## src/rtl/cmt_multi_pkg.sv

```systemverilog
// Shared constants and types for the multi-lane commit collector.
// Optional watchdog is enabled with CMT_WATCHDOG_EN.
package cmt_multi_pkg;

  localparam logic [6:0] TRAP_OPCODE    = 7'h6b;
  localparam logic [7:0] WDOG_TRAP_CODE = 8'hFF;

  typedef enum logic {
    RUN  = 1'b0,
    HALT = 1'b1
  } cmt_state_e;

  function automatic int idx_w(input int lanes);
    return (lanes > 1) ? $clog2(lanes) : 1;
  endfunction

  function automatic int pop_w(input int lanes);
    return $clog2(lanes + 1);
  endfunction

endpackage

```

## src/rtl/cmt_lane_mask.sv

```systemverilog
// Masks lanes above the first trap, counts commits and
// flags valid vectors that are not a prefix from lane 0.
module cmt_lane_mask
  import cmt_multi_pkg::*;
#(
  parameter int LANES = 2,
  parameter int IW    = idx_w(LANES),
  parameter int PW    = pop_w(LANES)
) (
  input  logic [LANES-1:0] valid_i,
  input  logic [LANES-1:0] hit_i,
  output logic [LANES-1:0] mask_o,
  output logic [IW-1:0]    trap_idx_o,
  output logic             trap_o,
  output logic [PW-1:0]    pop_o,
  output logic             order_err_o
);

  logic found;

  always_comb begin
    mask_o     = '0;
    trap_idx_o = '0;
    pop_o      = '0;
    found      = 1'b0;
    for (int k = 0; k < LANES; k++) begin
      if (!found) begin
        mask_o[k] = valid_i[k];
        if (valid_i[k] && hit_i[k]) begin
          found      = 1'b1;
          trap_idx_o = IW'(k);
        end
      end
      pop_o = pop_o + PW'(mask_o[k]);
    end
  end

  assign trap_o = found;

  // a prefix of ones plus one has no bit in common with itself
  assign order_err_o = |(valid_i & (valid_i + LANES'(1)));

endmodule

```

## src/rtl/cmt_multi.sv

```systemverilog
// Multi-lane difftest commit collector with trap halt.
// Watchdog trap on idle commit stream with CMT_WATCHDOG_EN.
module cmt_multi
  import cmt_multi_pkg::*;
#(
  parameter int LANES   = 2,
  parameter int XLEN    = 64,
  parameter int RIDX_W  = 5,
  parameter int CNT_W   = 64,
  parameter int TIMEOUT = 4096
) (
  input  logic                    clk,
  input  logic                    rst,
  input  logic [LANES-1:0]        i_valid,
  input  logic [LANES-1:0]        i_skip,
  input  logic [LANES*XLEN-1:0]   i_pc,
  input  logic [LANES*32-1:0]     i_inst,
  input  logic [LANES-1:0]        i_rd_wen,
  input  logic [LANES*RIDX_W-1:0] i_rd,
  input  logic [LANES*XLEN-1:0]   i_rd_wdata,
  input  logic [XLEN-1:0]         i_a0,
  output logic [LANES-1:0]        o_cmt_valid,
  output logic [LANES-1:0]        o_cmt_skip,
  output logic [LANES*XLEN-1:0]   o_cmt_pc,
  output logic [LANES*32-1:0]     o_cmt_inst,
  output logic [LANES-1:0]        o_cmt_wen,
  output logic [LANES*8-1:0]      o_cmt_wdest,
  output logic [LANES*XLEN-1:0]   o_cmt_wdata,
  output logic                    o_trap,
  output logic [7:0]              o_trap_code,
  output logic [XLEN-1:0]         o_trap_pc,
  output logic [CNT_W-1:0]        o_cycle_cnt,
  output logic [CNT_W-1:0]        o_instr_cnt,
  output logic                    o_order_err
);

  localparam int IW = idx_w(LANES);
  localparam int PW = pop_w(LANES);

  cmt_state_e state_q, state_d;

  logic [LANES-1:0]      valid_q, valid_d;
  logic [LANES-1:0]      skip_q, skip_d;
  logic [LANES*XLEN-1:0] pc_q, pc_d;
  logic [LANES*32-1:0]   inst_q, inst_d;
  logic [LANES-1:0]      wen_q, wen_d;
  logic [LANES*8-1:0]    wdest_q, wdest_d;
  logic [LANES*XLEN-1:0] wdata_q, wdata_d;
  logic                  trap_q, trap_d;
  logic [7:0]            code_q, code_d;
  logic [XLEN-1:0]       tpc_q, tpc_d;
  logic [CNT_W-1:0]      cyc_q, cyc_d;
  logic [CNT_W-1:0]      icnt_q, icnt_d;
  logic                  oerr_q, oerr_d;

  logic [LANES-1:0] hit;
  logic [LANES-1:0] mask;
  logic [IW-1:0]    tidx;
  logic             thit;
  logic [PW-1:0]    pop;
  logic             perr;

  logic unused_a0;
  assign unused_a0 = ^i_a0[XLEN-1:8];

  always_comb begin
    for (int k = 0; k < LANES; k++) begin
      hit[k] = (i_inst[k*32 +: 7] == TRAP_OPCODE);
    end
  end

  cmt_lane_mask #(
    .LANES (LANES),
    .IW    (IW),
    .PW    (PW)
  ) u_mask (
    .valid_i     (i_valid),
    .hit_i       (hit),
    .mask_o      (mask),
    .trap_idx_o  (tidx),
    .trap_o      (thit),
    .pop_o       (pop),
    .order_err_o (perr)
  );

`ifdef CMT_WATCHDOG_EN
  localparam int WW = $clog2(TIMEOUT + 1);

  logic [WW-1:0]   wd_q, wd_d;
  logic [XLEN-1:0] lpc_q, lpc_d;
`endif

  always_comb begin
    state_d = state_q;
    valid_d = valid_q;
    skip_d  = skip_q;
    pc_d    = pc_q;
    inst_d  = inst_q;
    wen_d   = wen_q;
    wdest_d = wdest_q;
    wdata_d = wdata_q;
    trap_d  = trap_q;
    code_d  = code_q;
    tpc_d   = tpc_q;
    cyc_d   = cyc_q;
    icnt_d  = icnt_q;
    oerr_d  = oerr_q;
`ifdef CMT_WATCHDOG_EN
    wd_d    = wd_q;
    lpc_d   = lpc_q;
`endif
    case (state_q)
      RUN: begin
        valid_d = mask;
        skip_d  = i_skip;
        pc_d    = i_pc;
        inst_d  = i_inst;
        wen_d   = i_rd_wen;
        wdata_d = i_rd_wdata;
        for (int k = 0; k < LANES; k++) begin
          wdest_d[k*8 +: 8] = 8'(i_rd[k*RIDX_W +: RIDX_W]);
        end
        cyc_d  = cyc_q + CNT_W'(1);
        icnt_d = icnt_q + CNT_W'(pop);
        oerr_d = oerr_q | perr;
`ifdef CMT_WATCHDOG_EN
        wd_d = (|i_valid) ? '0 : wd_q + WW'(1);
        for (int k = 0; k < LANES; k++) begin
          if (mask[k]) lpc_d = i_pc[k*XLEN +: XLEN];
        end
`endif
        if (thit) begin
          state_d = HALT;
          trap_d  = 1'b1;
          code_d  = i_a0[7:0];
          tpc_d   = i_pc[int'(tidx)*XLEN +: XLEN];
        end
`ifdef CMT_WATCHDOG_EN
        else if (!(|i_valid) && (int'(wd_q) + 1 >= TIMEOUT)) begin
          state_d = HALT;
          trap_d  = 1'b1;
          code_d  = WDOG_TRAP_CODE;
          tpc_d   = lpc_q;
        end
`endif
      end
      HALT: begin
        // commit pulse is emitted once, the rest stays frozen
        valid_d = '0;
        skip_d  = '0;
      end
      default: state_d = RUN;
    endcase
  end

  always_ff @(posedge clk or posedge rst) begin
    if (rst) begin
      state_q <= RUN;
      valid_q <= '0;
      skip_q  <= '0;
      pc_q    <= '0;
      inst_q  <= '0;
      wen_q   <= '0;
      wdest_q <= '0;
      wdata_q <= '0;
      trap_q  <= 1'b0;
      code_q  <= '0;
      tpc_q   <= '0;
      cyc_q   <= '0;
      icnt_q  <= '0;
      oerr_q  <= 1'b0;
`ifdef CMT_WATCHDOG_EN
      wd_q    <= '0;
      lpc_q   <= '0;
`endif
    end else begin
      state_q <= state_d;
      valid_q <= valid_d;
      skip_q  <= skip_d;
      pc_q    <= pc_d;
      inst_q  <= inst_d;
      wen_q   <= wen_d;
      wdest_q <= wdest_d;
      wdata_q <= wdata_d;
      trap_q  <= trap_d;
      code_q  <= code_d;
      tpc_q   <= tpc_d;
      cyc_q   <= cyc_d;
      icnt_q  <= icnt_d;
      oerr_q  <= oerr_d;
`ifdef CMT_WATCHDOG_EN
      wd_q    <= wd_d;
      lpc_q   <= lpc_d;
`endif
    end
  end

  assign o_cmt_valid = valid_q;
  assign o_cmt_skip  = skip_q;
  assign o_cmt_pc    = pc_q;
  assign o_cmt_inst  = inst_q;
  assign o_cmt_wen   = wen_q;
  assign o_cmt_wdest = wdest_q;
  assign o_cmt_wdata = wdata_q;
  assign o_trap      = trap_q;
  assign o_trap_code = code_q;
  assign o_trap_pc   = tpc_q;
  assign o_cycle_cnt = cyc_q;
  assign o_instr_cnt = icnt_q;
  assign o_order_err = oerr_q;

endmodule

```

## config.mk

```make
export PLATFORM = sky130hd
export DESIGN_NAME = cmt_multi
export DESIGN_NICKNAME = d
export VERILOG_FILES = /design/src/rtl/cmt_multi_pkg.sv /design/src/rtl/cmt_lane_mask.sv /design/src/rtl/cmt_multi.sv
export SDC_FILE = /design/constraint.sdc
export NUM_CORES = 1
export LEC_CHECK = 0
export BUFFER_PORTS_ARGS = -buffer_cell sky130_fd_sc_hd__buf_4
export CORE_AREA = 2 2 364 366
export DETAILED_ROUTE_END_ITERATION = 8
export DIE_AREA = 0 0 366 368
export SLEW_MARGIN = 20
export SYNTH_ARGS = -nofsm -noshare
export SYNTH_HDL_FRONTEND = slang
export SYNTH_SLANG_ARGS = --single-unit
export TNS_END_PERCENT = 10
```

## constraint.sdc

```tcl
create_clock -name clk -period 19.42 [get_ports clk]
set_input_delay 3.884 -clock clk [delete_from_list [all_inputs] [get_ports clk]]
set_output_delay 3.884 -clock clk [all_outputs]
set_load 0.02 [all_outputs]
```

==> results.txt, run 1 <==
* Starting density of the core: 0.166
- The first global-routing pass estimated 133000 um of wire.
- Crit-path slowest cell: sky130_fd_sc_hd__buf_4
- The tree is rooted in a sky130_fd_sc_hd__clkbuf_16.
- DR WL/cell: 21.9 um
- Maximum clock skew at final layout: 0.0304 ns
* Global placement routability congestion: 0.922
- In this run the power density over the cells is 115 nW/um^2.
- Shortest clock period the worst path allows after layout: 6.84 ns
- The critical path contains buffers and inverters numbering 6 combined.
- The clock passes through at most 3 buffers.
* WP data required: 20.08 ns
- Of the cells placed in the final design, the portion with a size suffix greater than 1 is 0.534.
- DR vias/cell: around 3.9
* Remaining global-route overflow: 0
* Most frequent standard cell in the layout excluding fill and tap cells: sky130_fd_sc_hd__buf_4
- Area fraction of the dominant cell type after synthesis: 0.621
- Category of cells accounting for the largest share of critical-path delay: buffers and inverters
- Clock-pin slew was measured on the worst setup and hold paths at ~0.06 ns.
- For this run, the detailed router's first-pass iteration total came to 5.
* 1st-iter DRT viols: ~900
- The number of antenna violations at the first check in global routing is 11.
- For this run, global-route usage on met1 was measured as 0.164.
* Delay of the slowest cell on the worst path: 0.82 ns
- Entering global routing, the biggest net connects 123 pins.
* Global routing met3 resource utilization: 0.0644
* Outcome: completed
- For this run, the total global-route usage over all layers was measured as 0.137.
* Setup Total Neg Slack: 0 ns
- Number of synthesized register bits: 539
- Summed over all cells, the static leakage comes to 15.0 nW.
- The worst-case IR drop observed on VDD is 0.0672 mV.
- Total wire length after detailed routing: 94400 um
- Setup violators final: 0
* Synth area leader: sky130_fd_sc_hd__dfrtp_1
* Deepest level of the CTS H-tree: 3
* Number of hold violations in the final report: 0
- The number of max-slew violations in the final report came to 0.
* CTS Sinks: 539
* I/O Buffers: 883
- Worst setup EP type: asynchronous set/reset pin
* Vias in the first global route: around 17k
- In the synthesized netlist the dominant register cell turns out to be sky130_fd_sc_hd__dfrtp_1.
- Maximum achievable frequency: 146 MHz
* Cells after Synth: around 1.6k
- After clock tree synthesis, the repair step resized 0 gates.
- The Yosys step of the flow raised 0 warnings.
* Skew-Pair Late Insertion Delay: 0.67 ns
* Final clock period utilization by the worst path: 0.352
- For this run, design rule violations remaining after detail routing come to 0.
- Summed instance area of the synthesized netlist: 21700 sq um
* Via Count: 16.7k
- TritonCTS built the clock tree.
- In this run the remaining antenna-violating nets after routing total 0.
* Commonest cells after routing, fill and taps aside: sky130_fd_sc_hd__buf_4 (898), sky130_fd_sc_hd__dfrtp_1 (538), sky130_fd_sc_hd__mux2_2 (335), sky130_fd_sc_hd__nand2_1 (140), sky130_fd_sc_hd__clkbuf_16 (70)
* Power after layout: around 0.0038 W
* Layer with the highest usage: met2
- Number of placed I/O pins: approximately 950
- Synth unique cells: 46
* Final Net Count: 2908
- In this run the horizontal extent of the chip is 366 um.
* Worst Setup Path Type: input pin to asynchronous set/reset pin
- In this design, the critical path's most frequently occurring cell is sky130_fd_sc_hd__buf_4.
* Row count: 133
* Slew margin rel.: 0.251
* Avg Cell Area, Syn: approximately 14 sq um
* Vertical extent of the die: 368 um
* Async S/R FF share, synth: 1.00
* Actual slew at the worst max-slew pin: around 1.1 ns
- Setup repair after global routing left no endpoint under its margin.
* Share of synthesized area occupied by flip-flops and latches: 0.621
- The worst setup path is launched from an input pin.
- Number of setup buffers added after CTS: 0
- Worst Path Arrival: about 7.5 ns
* Worst-path maximum fanout: 112
- After legalization and detailed placement, the total HPWL measured 75500 um.
* Fraction of met2 tracks used by global routing: 0.210
- Core area: 131000 sq um
* Number of max-capacitance violations reported: 0
- The path class of the tightest hold or removal check is flip-flop to flip-flop.
- The floorplan step defined a die boundary enclosing 135000 sq um.
- Hold buffer count at CTS: 0
* P&R area growth vs syn: 50.6%
* Cells along the critical path: buf_4, inv_8, buf_4, buf_4, buf_4, buf_4
- Number of enable-type register cells in the synthesized netlist: 0
* Number of CTS-inserted buffers: just under 70
- Top cells by area, synth: sky130_fd_sc_hd__dfrtp_1 (62%), sky130_fd_sc_hd__mux2_2 (17%), sky130_fd_sc_hd__xor2_1 (2.6%)
==> routing by layer <==
metal	share of wire	vias up	wire [um]
met5	0.00076	-	72
met3	0.11	138	10000
met4	0.039	12	3680
met2	0.45	686	42200
met1	0.41	8442	38400
li1	-	7426	-
==> synthesized netlist by cell type (all sizes together) (3+ instances only) <==
master and n:
dfrtp 539, mux2 335, nand2 141, o21ai 64, xor2 64, xnor2 61
clkbuf 59, nand3 53, mux2i 46, nor2 45, nand4 39, nor4 27
nor3 22, a22oi 18, and3 15, buf 14, inv 11, and2 9
and4 9, nor2b 8, nand3b 3
==> registers in the layout (all words and copies together) (netlist names) <==
signal and flops:
o_cmt_wdest 10, o_trap_pc 64, o_cmt_skip 2, o_cmt_inst 64
o_cmt_wen 2, o_trap 1, o_instr_cnt 64, o_cmt_pc 128
o_cmt_wdata 128, state_q 1, o_trap_code 8, o_order_err 1
o_cmt_valid 2, o_cycle_cnt 64
==> worst paths after layout <==
kind                                       from              end  slack [ns]  cells after the start
worst min-delay path            o_cycle_cnt[63]  o_cycle_cnt[63]        0.47                      1
worst max-delay path                        rst      o_cmt_pc[2]       12.58                      6
max in group clk                      i_inst[2]  o_instr_cnt[46]       12.75                     11
min in group asynchronous                   rst    o_cmt_inst[0]        3.37                      2
worst min register to register  o_cycle_cnt[63]  o_cycle_cnt[63]        0.47                      1
worst max register to register          state_q    o_cmt_pc[113]       16.11                      4
==> worst reg2reg max path: cells and delay by family, from the launching register on <==
family | cells | cell delay (ns)
multiplexers | 1 | 0.51
flip-flops | 1 | 0.63
buffers and inverters | 3 | 2.04
==> through the flow <==
stage	cells	util	setup slack [ns]	cell area [sq um]	hold slack [ns]
CTS	4308	0.250	12.42	32700	0.473
global route	4311	0.250	11.97	32700	0.500
floorplan	1606	-	0.471	21700	0.578
global placement	4187	0.232	11.70	30400	0.453
finish	4311	0.250	12.58	32700	0.468
detailed placement	4187	0.232	11.66	30400	0.462
==> final cells by class <==
class	instances	area, sq um
Tap cell	1755	2200
Inverter	11	48.8
Timing Repair Buffer	899	6760
Clock inverter	25	338
Clock buffer	96	1950
Antenna cell	3	7.51
Fill cell	13900	98100
Multi-Input combinational cell	983	7910
Sequential cell	539	13500
==> kinds of logic after synthesis <==
logic type | Yosys count | synth area share
AO/OA/AOI/OAI | 85 | 0.0219
AND/OR/NAND/NOR | 383 | 0.0931
multiplexers | 381 | 0.195
XOR/XNOR | 125 | 0.0504
other | 1 | 0.000173
buffers and inverters | 84 | 0.0162
flip-flops | 539 | 0.621
adder cells (fa/ha/maj) | 3 | 0.00207
==> power by group <==
| group | switching, W | internal, W | leakage (nW) |
|---|---|---|---|
| clock | 0.000536 | 0.000775 | 1.11 |
| combinational | 0.000560 | 0.000455 | 7.25 |
| sequential | 0.000134 | 0.00131 | 6.65 |
No activity file was read; power rests on OpenSTA's default activity.
==> run 2: changes to the inputs <==
--- a/config.mk
+++ b/config.mk
@@ -5,10 +5,11 @@
 export SDC_FILE = /design/constraint.sdc
 export NUM_CORES = 1
 export LEC_CHECK = 0
+export ABC_AREA = 1
 export BUFFER_PORTS_ARGS = -buffer_cell sky130_fd_sc_hd__buf_4
-export CORE_AREA = 2 2 364 366
+export CORE_AREA = 2 2 366 368
 export DETAILED_ROUTE_END_ITERATION = 8
-export DIE_AREA = 0 0 366 368
+export DIE_AREA = 0 0 368 370
 export SLEW_MARGIN = 20
 export SYNTH_ARGS = -nofsm -noshare
 export SYNTH_HDL_FRONTEND = slang
==> constraint.sdc (replaced) <==
create_clock -name clk -period 5.82 [get_ports clk]
set_input_delay 1.164 -clock clk [delete_from_list [all_inputs] [get_ports clk]]
set_output_delay 1.164 -clock clk [all_outputs]
set_load 0.02 [all_outputs]
==> results.txt, run 2 <==
* Outcome: completed (unchanged)
- Number of CTS-inserted buffers: 69 (unchanged)
- Antenna violations before repair: 8 (was 11)
- Top cells by area, synth: sky130_fd_sc_hd__dfrtp_1 (57%), sky130_fd_sc_hd__nand2_1 (21%), sky130_fd_sc_hd__inv_1 (3.5%) (was sky130_fd_sc_hd__dfrtp_1 (62%), sky130_fd_sc_hd__mux2_2 (17%), sky130_fd_sc_hd__xor2_1 (2.6%)).
* CTS Sinks: 539 (unchanged)
* Worst Hold Class: flip-flop to flip-flop (unchanged)
- Leakage Power: 17.2 nW (was 15.0 nW)
* Cells after Synth: 2939 (was 1601)
- Worst setup EP type: flip-flop (was asynchronous set/reset pin)
* Sum of net half-perimeters after detailed placement: 84200 um (was 75500 um)
* Antenna viol nets, final: 0 (unchanged)
* Area fraction of the dominant cell type after synthesis: 0.566 (was 0.621)
- The number of primary I/O pins came to 946 (unchanged).
- Hold buffer count at CTS: 0 (unchanged)
- Synth area leader: sky130_fd_sc_hd__dfrtp_1 (unchanged)
* Final Net Count: 4219 (was 2908)
- The aggregate global routing overflow was 0 (unchanged).
- The post-synthesis sequential area ratio came to 0.566 (was 0.621).
- The reg-to-reg setup timing slack is 2.81 ns (was 16.11 ns).
- The actual transition at the worst max-transition pin was 1.20 ns (was 1.12 ns).
- The average wire per cell in the routed design came to 19.2 um (was 21.9 um).
- Async S/R FF share, synth: 1.00 (unchanged)
- The relative max-transition margin came to 0.199 (was 0.251).
- The initial core utilization is 0.180 (was 0.166).
- The sequential power share was 0.443 (was 0.383).
* Most common cell in the netlist: sky130_fd_sc_hd__nand2_1 (was sky130_fd_sc_hd__dfrtp_1)
- The setup violation total in the final timing report was 0 (unchanged).
- The width of the die came to 368 um (was 366 um).
- The CTS clock-pin slew for the worst setup and hold paths is 0.06 ns (about the same).
- The via count of the routed design came to 22.8k (was 16.7k).
* Multi-input gate area: 8950 sq um (was 7910 sq um)
- Max Root-Sink Buffers: 3 (unchanged)
- Global placement routability congestion: 0.913 (was 0.922)
- Post-synth top cells: sky130_fd_sc_hd__nand2_1 (1363), sky130_fd_sc_hd__dfrtp_1 (539), sky130_fd_sc_hd__inv_1 (224) (was sky130_fd_sc_hd__dfrtp_1 (539), sky130_fd_sc_hd__mux2_2 (335), sky130_fd_sc_hd__nand2_1 (140))
- The parity-gate share of the synthesized area counting xor and xnor cells was 0.0272 (was 0.0504).
- The full die area was 136000 sq um (was 135000 sq um).
- The total power was 0.00848 W (was 0.00377 W).
- TritonCTS clock tree: yes (unchanged)
- The fraction of final layout cells sized beyond drive strength 1 is 0.277 (was 0.534).
- For the finished layout, the period the worst path requires is ~3.4 ns.
- Worst Setup Path Type: input pin to flip-flop (was input pin to asynchronous set/reset pin)
* Unrepaired setup endpoints after global routing: no (unchanged)
- Areal power density over the cells: 244 nW/um^2 (was 115 nW/um^2)
* Deepest level of the CTS H-tree: 3 (unchanged)
- Maximum achievable frequency: 294 MHz
* Number of synthesized register bits: 539 (unchanged)
* Row count: 134 (was 133)
* DR vias/cell: 4.04 (was 3.87)
- WP data required: 6.34 ns (was 20.08 ns)
- The combinational share of power is 0.042 (was 0.269).
- Number of setup buffers added after CTS: 0 (unchanged)
* Final clock period utilization by the worst path: 0.585
- Resize count post-CTS: 0 (unchanged)
- The number of port buffers came to 883 (unchanged).
- The count of maximum capacitance violations came to 0 (unchanged).
* Global-route wire length before repair: 157000 um (was 133000 um)
- Worst Path Arrival: 3.93 ns (was 7.50 ns)
* Critical path startpoint category: input pin (unchanged)
- Total wire length after detailed routing: 108000 um (was 94400 um)
- P&R area growth vs syn: 46.0% (was 50.6%)
- The per-instance average area after synthesis is 8.11 sq um (was 13.6 sq um).
* Total net switching power: 0.00204 W (was 0.00123 W)
- The internal power of the cells was 0.00644 W (was 0.00254 W).
- Vias in the first global route: 22.5k (was 17.3k)
- Largest family of logic cells by synthesized area: simple AND/OR/NAND/NOR gates (was multiplexers)
* Power share of the clock group: 0.515 (was 0.348)
- The count of fill cells added during filler insertion came to 14.5k (was 13.9k).
- The number of max-slew violations in the final report was 0 (unchanged).
- DRC violations left: 0 (unchanged)
- The simple logic cell fraction of the synthesized area came to 0.313 (was 0.0931).
- Setup Total Neg Slack: 0 ns (unchanged)
- Number of warnings reported in the yosys synthesis log: 0 (unchanged)
- The complex-gate fraction of the synthesized area was 0.0316 (was 0.0219).
* Overall routing resource usage: 0.155 (was 0.137)
* Fraction of power spent switching nets: 0.241 (was 0.327)
- The vertical extent of the die came to 370 um (was 368 um).
- Multiplexer share of the synthesized area: 0 (was 0.195)
- Worst-path maximum fanout: 41 (was 112)
* Synth unique cells: 35 (was 46)
- Clock root buffer master: sky130_fd_sc_hd__clkbuf_16 (unchanged)
- Number of enable-type register cells in the synthesized netlist: 0 (unchanged)
* Skew-Pair Late Insertion Delay: 0.67 ns (about the same)
- 1st-iter DRT viols: 1543 (was 903)
* Commonest cells after routing, fill and taps aside: sky130_fd_sc_hd__nand2_1 (1362), sky130_fd_sc_hd__buf_4 (908), sky130_fd_sc_hd__dfrtp_1 (538), sky130_fd_sc_hd__inv_1 (223), sky130_fd_sc_hd__nor2_1 (203) (was sky130_fd_sc_hd__buf_4 (898), sky130_fd_sc_hd__dfrtp_1 (538), sky130_fd_sc_hd__mux2_2 (335), sky130_fd_sc_hd__nand2_1 (140), sky130_fd_sc_hd__clkbuf_16 (70))
* Most common flop cell mapped by yosys: sky130_fd_sc_hd__dfrtp_1 (unchanged)
- The sequential cell area in the final layout came to 13500 sq um (unchanged).
- 1st-pass router iterations: 5 (unchanged)
- The setup skew after layout came to 0.0383 ns (was 0.0304 ns).
- The final number of hold-violating endpoints is 0 (unchanged).
* Synthesized-area fraction occupied by adder cells: 0.00189 (was 0.00207)
- The maximum number of pins on one net before global-route repair was 225 (was 123).
* Summed instance area of the synthesized netlist: 23800 sq um (was 21700 sq um)
- The cell area after layout was 34800 sq um (was 32700 sq um).
* Total cell area at the placement stage: 32400 sq um (was 30400 sq um)
* Most frequent standard cell in the layout excluding fill and tap cells: sky130_fd_sc_hd__nand2_1 (was sky130_fd_sc_hd__buf_4)
- Core area: 132000 sq um (was 131000 sq um)
- The peak supply drop came to 0.176 mV (was 0.0672 mV).
-- run 2: routing by layer --
| metal | part of all wire | global-route usage | up-vias |
|---|---|---|---|
| met1 | 0.43 | 0.200 | 11000 |
| met2 | 0.45 | 0.245 | 895 |
| met5 | 0 | 0 | - |
| met4 | 0.031 | 0.0534 | 0 |
| met3 | 0.086 | 0.0495 | 135 |
| li1 | - | - | 10800 |
-- run 2: through the flow --
stage | util | hold WS, ns | cells | setup WS, ns
2_1_floorplan | - | 0.581 | 2944 | -2.67
3_3_place_gp | 0.245 | 0.458 | 5511 | 1.76
3_5_place_dp | 0.245 | 0.464 | 5511 | 1.70
4_1_cts | 0.263 | 0.482 | 5637 | 2.45
5_1_grt | 0.263 | 0.494 | 5638 | 2.27
6_report | 0.263 | 0.478 | 5639 | 2.42
-- run 2: path summary, 6_finish.rpt --
| kind | from | endpoint | depth (start not counted) |
|---|---|---|---|
| hold / removal | o_cmt_inst[33] | o_cmt_inst[33] | 2 |
| hold reg to reg | o_cmt_inst[33] | o_cmt_inst[33] | 2 |
| setup / recovery | i_inst[37] | o_trap_pc[60] | 9 |
| min in group asynchronous | rst | o_cmt_inst[20] | 2 |
| setup reg to reg | state_q | o_cmt_wdata[62] | 5 |
| max in group asynchronous | rst | o_cmt_pc[77] | 3 |
-- run 2: kinds of logic (layout without fill, tap and decap cells) --
group / Yosys count / in the layout
AO/OA/AOI/OAI: 149 / 149
XOR/XNOR: 74 / 74
adder cells (fa/ha/maj): 3 / 3
buffers and inverters: 341 / 1266
flip-flops: 539 / 539
other: 1 / 8
AND/OR/NAND/NOR: 1832 / 1832
-- run 2: area by class of cell --
class                      instances  share of cell area
clock buffer                     100              0.0585
timing repair buffer             914               0.199
clock inverter                    26             0.00842
sequential                       539               0.388
tap                             1768              0.0636
antenna                            2            0.000144
inverter                         226              0.0247
multi-input combinational       2064               0.257
-- run 2: worst max-delay path: stages --
cell	delay [ns]
sky130_fd_sc_hd__buf_4	0.14
sky130_fd_sc_hd__nand2_1	0.07
sky130_fd_sc_hd__nor3_2	0.50
sky130_fd_sc_hd__nand2_1	0.23
sky130_fd_sc_hd__a21oi_4	0.66
sky130_fd_sc_hd__inv_2	0.49
sky130_fd_sc_hd__buf_4	0.42
sky130_fd_sc_hd__nand2_1	0.11
sky130_fd_sc_hd__o21ai_0	0.08
-- run 2: power by group through the flow --
stage          clock network (W)   logic, W  registers, W
2_1_floorplan                  0  0.0000956       0.00383
6_report                 0.00437   0.000357       0.00375
3_5_place_dp                   0   0.000366       0.00382
4_1_cts                  0.00453   0.000367       0.00375
5_1_grt                  0.00467   0.000393       0.00375
3_3_place_gp                   0   0.000363       0.00382
==> run 3: changes to the inputs <==
==> constraint.sdc (replaced) <==
create_clock -name clk -period 3.1 [get_ports clk]
set_input_delay 0.62 -clock clk [delete_from_list [all_inputs] [get_ports clk]]
set_output_delay 0.62 -clock clk [all_outputs]
set_load 0.02 [all_outputs]
==> results.txt, run 3 (same netlist as run 2, synthesis figures left out) <==
* Outcome: completed (unchanged)
* Antenna violations before repair: 10 (was 8)
- Max-slew violation count: 0 (unchanged)
- Hold buffer count at CTS: 1 (was 0)
- Slew margin rel.: 0.397 (was 0.199)
* DR vias/cell: 4.04 (about the same)
- Areal power density over the cells: 454 nW/um^2 (was 244 nW/um^2)
- The number of primary I/O pins came to 946 (unchanged).
* Clk pin slew, worst setup/hold paths: 0.06 ns (about the same)
- The maximum level of the CTS H-tree is 3 (unchanged).
- Power after layout: 0.0159 W (was 0.00848 W)
- The via count of the routed design came to 22.9k (was 22.8k).
- Global-route wire length before repair: 158000 um (was 157000 um)
- Met3 layer wire length in the routed design: 9800 um (was 9350 um)
- The number of port buffers was 883 (unchanged).
- The post-placement worst setup slack was 0.141 ns (was 1.70 ns).
* Area of the die: 136000 sq um (unchanged)
- The number of nets with antenna violations after detailed routing is 0 (unchanged).
- The critical path startpoint was state_q (was i_inst[37]).
* Highest metal layer used by the detailed router: met5 (was met4)
* 1st-pass router iterations: 5 (unchanged)
- The initial core utilization was 0.180 (unchanged).
- 1st-iter DRT viols: 1657 (was 1543)
- Startpoint of the lowest-slack register-to-register path: state_q (unchanged)
- The root buffer selected by CTS is sky130_fd_sc_hd__clkbuf_16 (unchanged).
- Leakage Power: 17.4 nW (was 17.2 nW)
* Number of CTS-inserted buffers: 67 (was 69)
- Die outline width: 368 um (unchanged)
- P&R area growth vs syn: 47.4% (was 46.0%)
* Worst hold start: i_inst[21] (was o_cmt_inst[33])
- Sum of net half-perimeters after detailed placement: 84800 um (was 84200 um)
- Row count: 134 (unchanged)
- Resize count post-CTS: 0 (unchanged)
- Core area: 132000 sq um (unchanged)
* Category of cells accounting for the largest share of critical-path delay: simple AND/OR/NAND/NOR gates (was buffers and inverters)
- Maximum clock skew at final layout: 0.0214 ns (was 0.0383 ns)
* Number of setup buffers added after CTS: 0 (unchanged)
- Overall routing resource usage: 0.156 (was 0.155)
- Counting I/O delays and the setup requirement, the final critical path takes roughly 2.3 ns.
* Highest ir drop seen on vdd: 0.369 mV (was 0.176 mV)
* TritonCTS clock tree: yes (unchanged)
- Worst Setup Path Type: flip-flop to flip-flop (was input pin to flip-flop)
- The startpoint type of the worst setup path is a flip-flop (was input pin).
- Maximum number of pins on one net before global-route repair: 212 (was 225)
- Most frequent standard cell in the layout excluding fill and tap cells: sky130_fd_sc_hd__nand2_1 (unchanged)
* Final Net Count: 4243 (was 4219)
- The type of element capturing the critical path is a flip-flop (unchanged).
- Worst Reg-to-Reg Cells: 8 (was 5)
- Critical path buffers and inverters: 2 (was 3)
- The worst endpoint data arrival time is 2.79 ns (was 3.93 ns).
- Dividing the final minimum period by the clock period gives 0.727.
- The cell count along the critical path is 8 (was 9).
* Worst Hold Class: input pin to flip-flop (was flip-flop to flip-flop)
* Critical path capture point: o_cycle_cnt[46] (was o_trap_pc[60])
- Met2 wirelength from detailed routing: 48600 um (was 49100 um)
- The endpoint of the lowest-slack register-to-register path is o_cycle_cnt[46] (was o_cmt_wdata[62]).
- Actual slew at the worst max-slew pin: 0.905 ns (was 1.20 ns)
- Total wire length after detailed routing: 108000 um (about the same)
- The routability congestion estimate from global placement was 0.927 (was 0.913).
- The aggregate global routing overflow is 0 (unchanged).
* DR WL/cell: 19.1 um (was 19.2 um)
* CTS Sinks: 539 (unchanged)
* Unrepaired setup endpoints after global routing: no (unchanged)
- Fraction of final layout cells with drive strength greater than 1: 0.282 (was 0.277)
- Vertical extent of the die: 370 um (unchanged)
- The final number of hold-violating endpoints came to 0 (unchanged).
* Commonest cells after routing, fill and taps aside: sky130_fd_sc_hd__nand2_1 (1362), sky130_fd_sc_hd__buf_4 (920), sky130_fd_sc_hd__dfrtp_1 (538), sky130_fd_sc_hd__inv_1 (223), sky130_fd_sc_hd__nor2_1 (203) (was sky130_fd_sc_hd__nand2_1 (1362), sky130_fd_sc_hd__buf_4 (908), sky130_fd_sc_hd__dfrtp_1 (538), sky130_fd_sc_hd__inv_1 (223), sky130_fd_sc_hd__nor2_1 (203))
* Worst-path maximum fanout: 36 (was 41)
- Cells along the critical path: inv_8, nand2_2, nor2_4, inv_1, nor2_1, nand3_1, o21ai_0, nand2_1 (was buf_4, nand2_1, nor3_2, nand2_1, a21oi_4, inv_2, buf_4, nand2_1, o21ai_0).
- Reg-to-reg slack, setup: 0.85 ns (was 2.81 ns)
- The largest incremental delay on the critical path was 0.56 ns (was 0.66 ns).
- Static timing analysis puts the maximum clock frequency at 444 MHz.
- Max Root-Sink Buffers: 3 (unchanged)
* Number of max-capacitance violations reported: 0 (unchanged)
- Smallest setup slack after layout: 0.847 ns (was 2.42 ns)
- Fill cell count: 14.5k (about the same)
- Crit-path slowest cell: sky130_fd_sc_hd__dfrtp_4 (was sky130_fd_sc_hd__a21oi_4)
* Setup violators final: 0 (unchanged)
- The post-route DRC violation count was 0 (unchanged).
- Post-Route M1 WL: 46300 um (was 46600 um)
* Skew-Pair Late Insertion Delay: 0.65 ns (was 0.67 ns)
- The worst path required time came to 3.63 ns (was 6.34 ns).
* Vias in the first global route: 22.9k (was 22.5k)
[run 3: worst min-delay path by stage]
stage | to | slack, ns | cells past startpoint
finish | o_cmt_inst[21] | 0.16 | 3
global route | o_cmt_wdata[31] | 0.11 | 3
CTS | o_cmt_wdata[31] | 0.07 | 3
detailed placement | o_trap_code[1] | 0.46 | 2
global placement | o_trap_code[3] | 0.46 | 2
floorplan | o_cmt_wdata[15] | 0.58 | 2
[run 3: layout make-up]
class / count / area (sq um) / area share
multi-input cells: 2064 / 8950 / 0.255
diodes: 3 / 7.51 / 0.000214
well taps: 1768 / 2210 / 0.0630
clock inverters: 25 / 295 / 0.00840
flip-flops and latches: 539 / 13500 / 0.384
clock buffers: 98 / 2010 / 0.0573
repair buffers: 940 / 7300 / 0.208
inverters: 226 / 860 / 0.0245
[run 3: routing by layer]
| metal | track usage | up-vias |
|---|---|---|
| li1 | - | 10800 |
| met1 | 0.198 | 10900 |
| met2 | 0.245 | 986 |
| met3 | 0.0509 | 175 |
| met4 | 0.0582 | 6 |
| met5 | 0 | - |
[run 3: stage by stage]
stage               hold slack, ns  utilization  setup TNS [ns]  std cells  area (sq um)
detailed placement           0.463        0.247               0       5535         32800
CTS                         0.0702        0.265               0       5659         35100
global placement             0.457        0.247               0       5535         32800
global route                 0.114        0.265               0       5663         35100
finish                       0.158        0.265               0       5663         35100
floorplan                    0.581            -        -2614.14       2944         23900
[run 3: worst reg2reg max path, stage by stage, from the launching register on]
cell,delay [ns]
sky130_fd_sc_hd__dfrtp_4,0.56
sky130_fd_sc_hd__inv_8,0.33
sky130_fd_sc_hd__nand2_2,0.19
sky130_fd_sc_hd__nor2_4,0.20
sky130_fd_sc_hd__inv_1,0.08
sky130_fd_sc_hd__nor2_1,0.30
sky130_fd_sc_hd__nand3_1,0.21
sky130_fd_sc_hd__o21ai_0,0.19
sky130_fd_sc_hd__nand2_1,0.06
[run 3: report_power, final]
part           internal, W  total [W]  switching, W
logic             0.000339   0.000684      0.000344
registers          0.00704    0.00704    0.00000244
clock network      0.00482    0.00821       0.00340
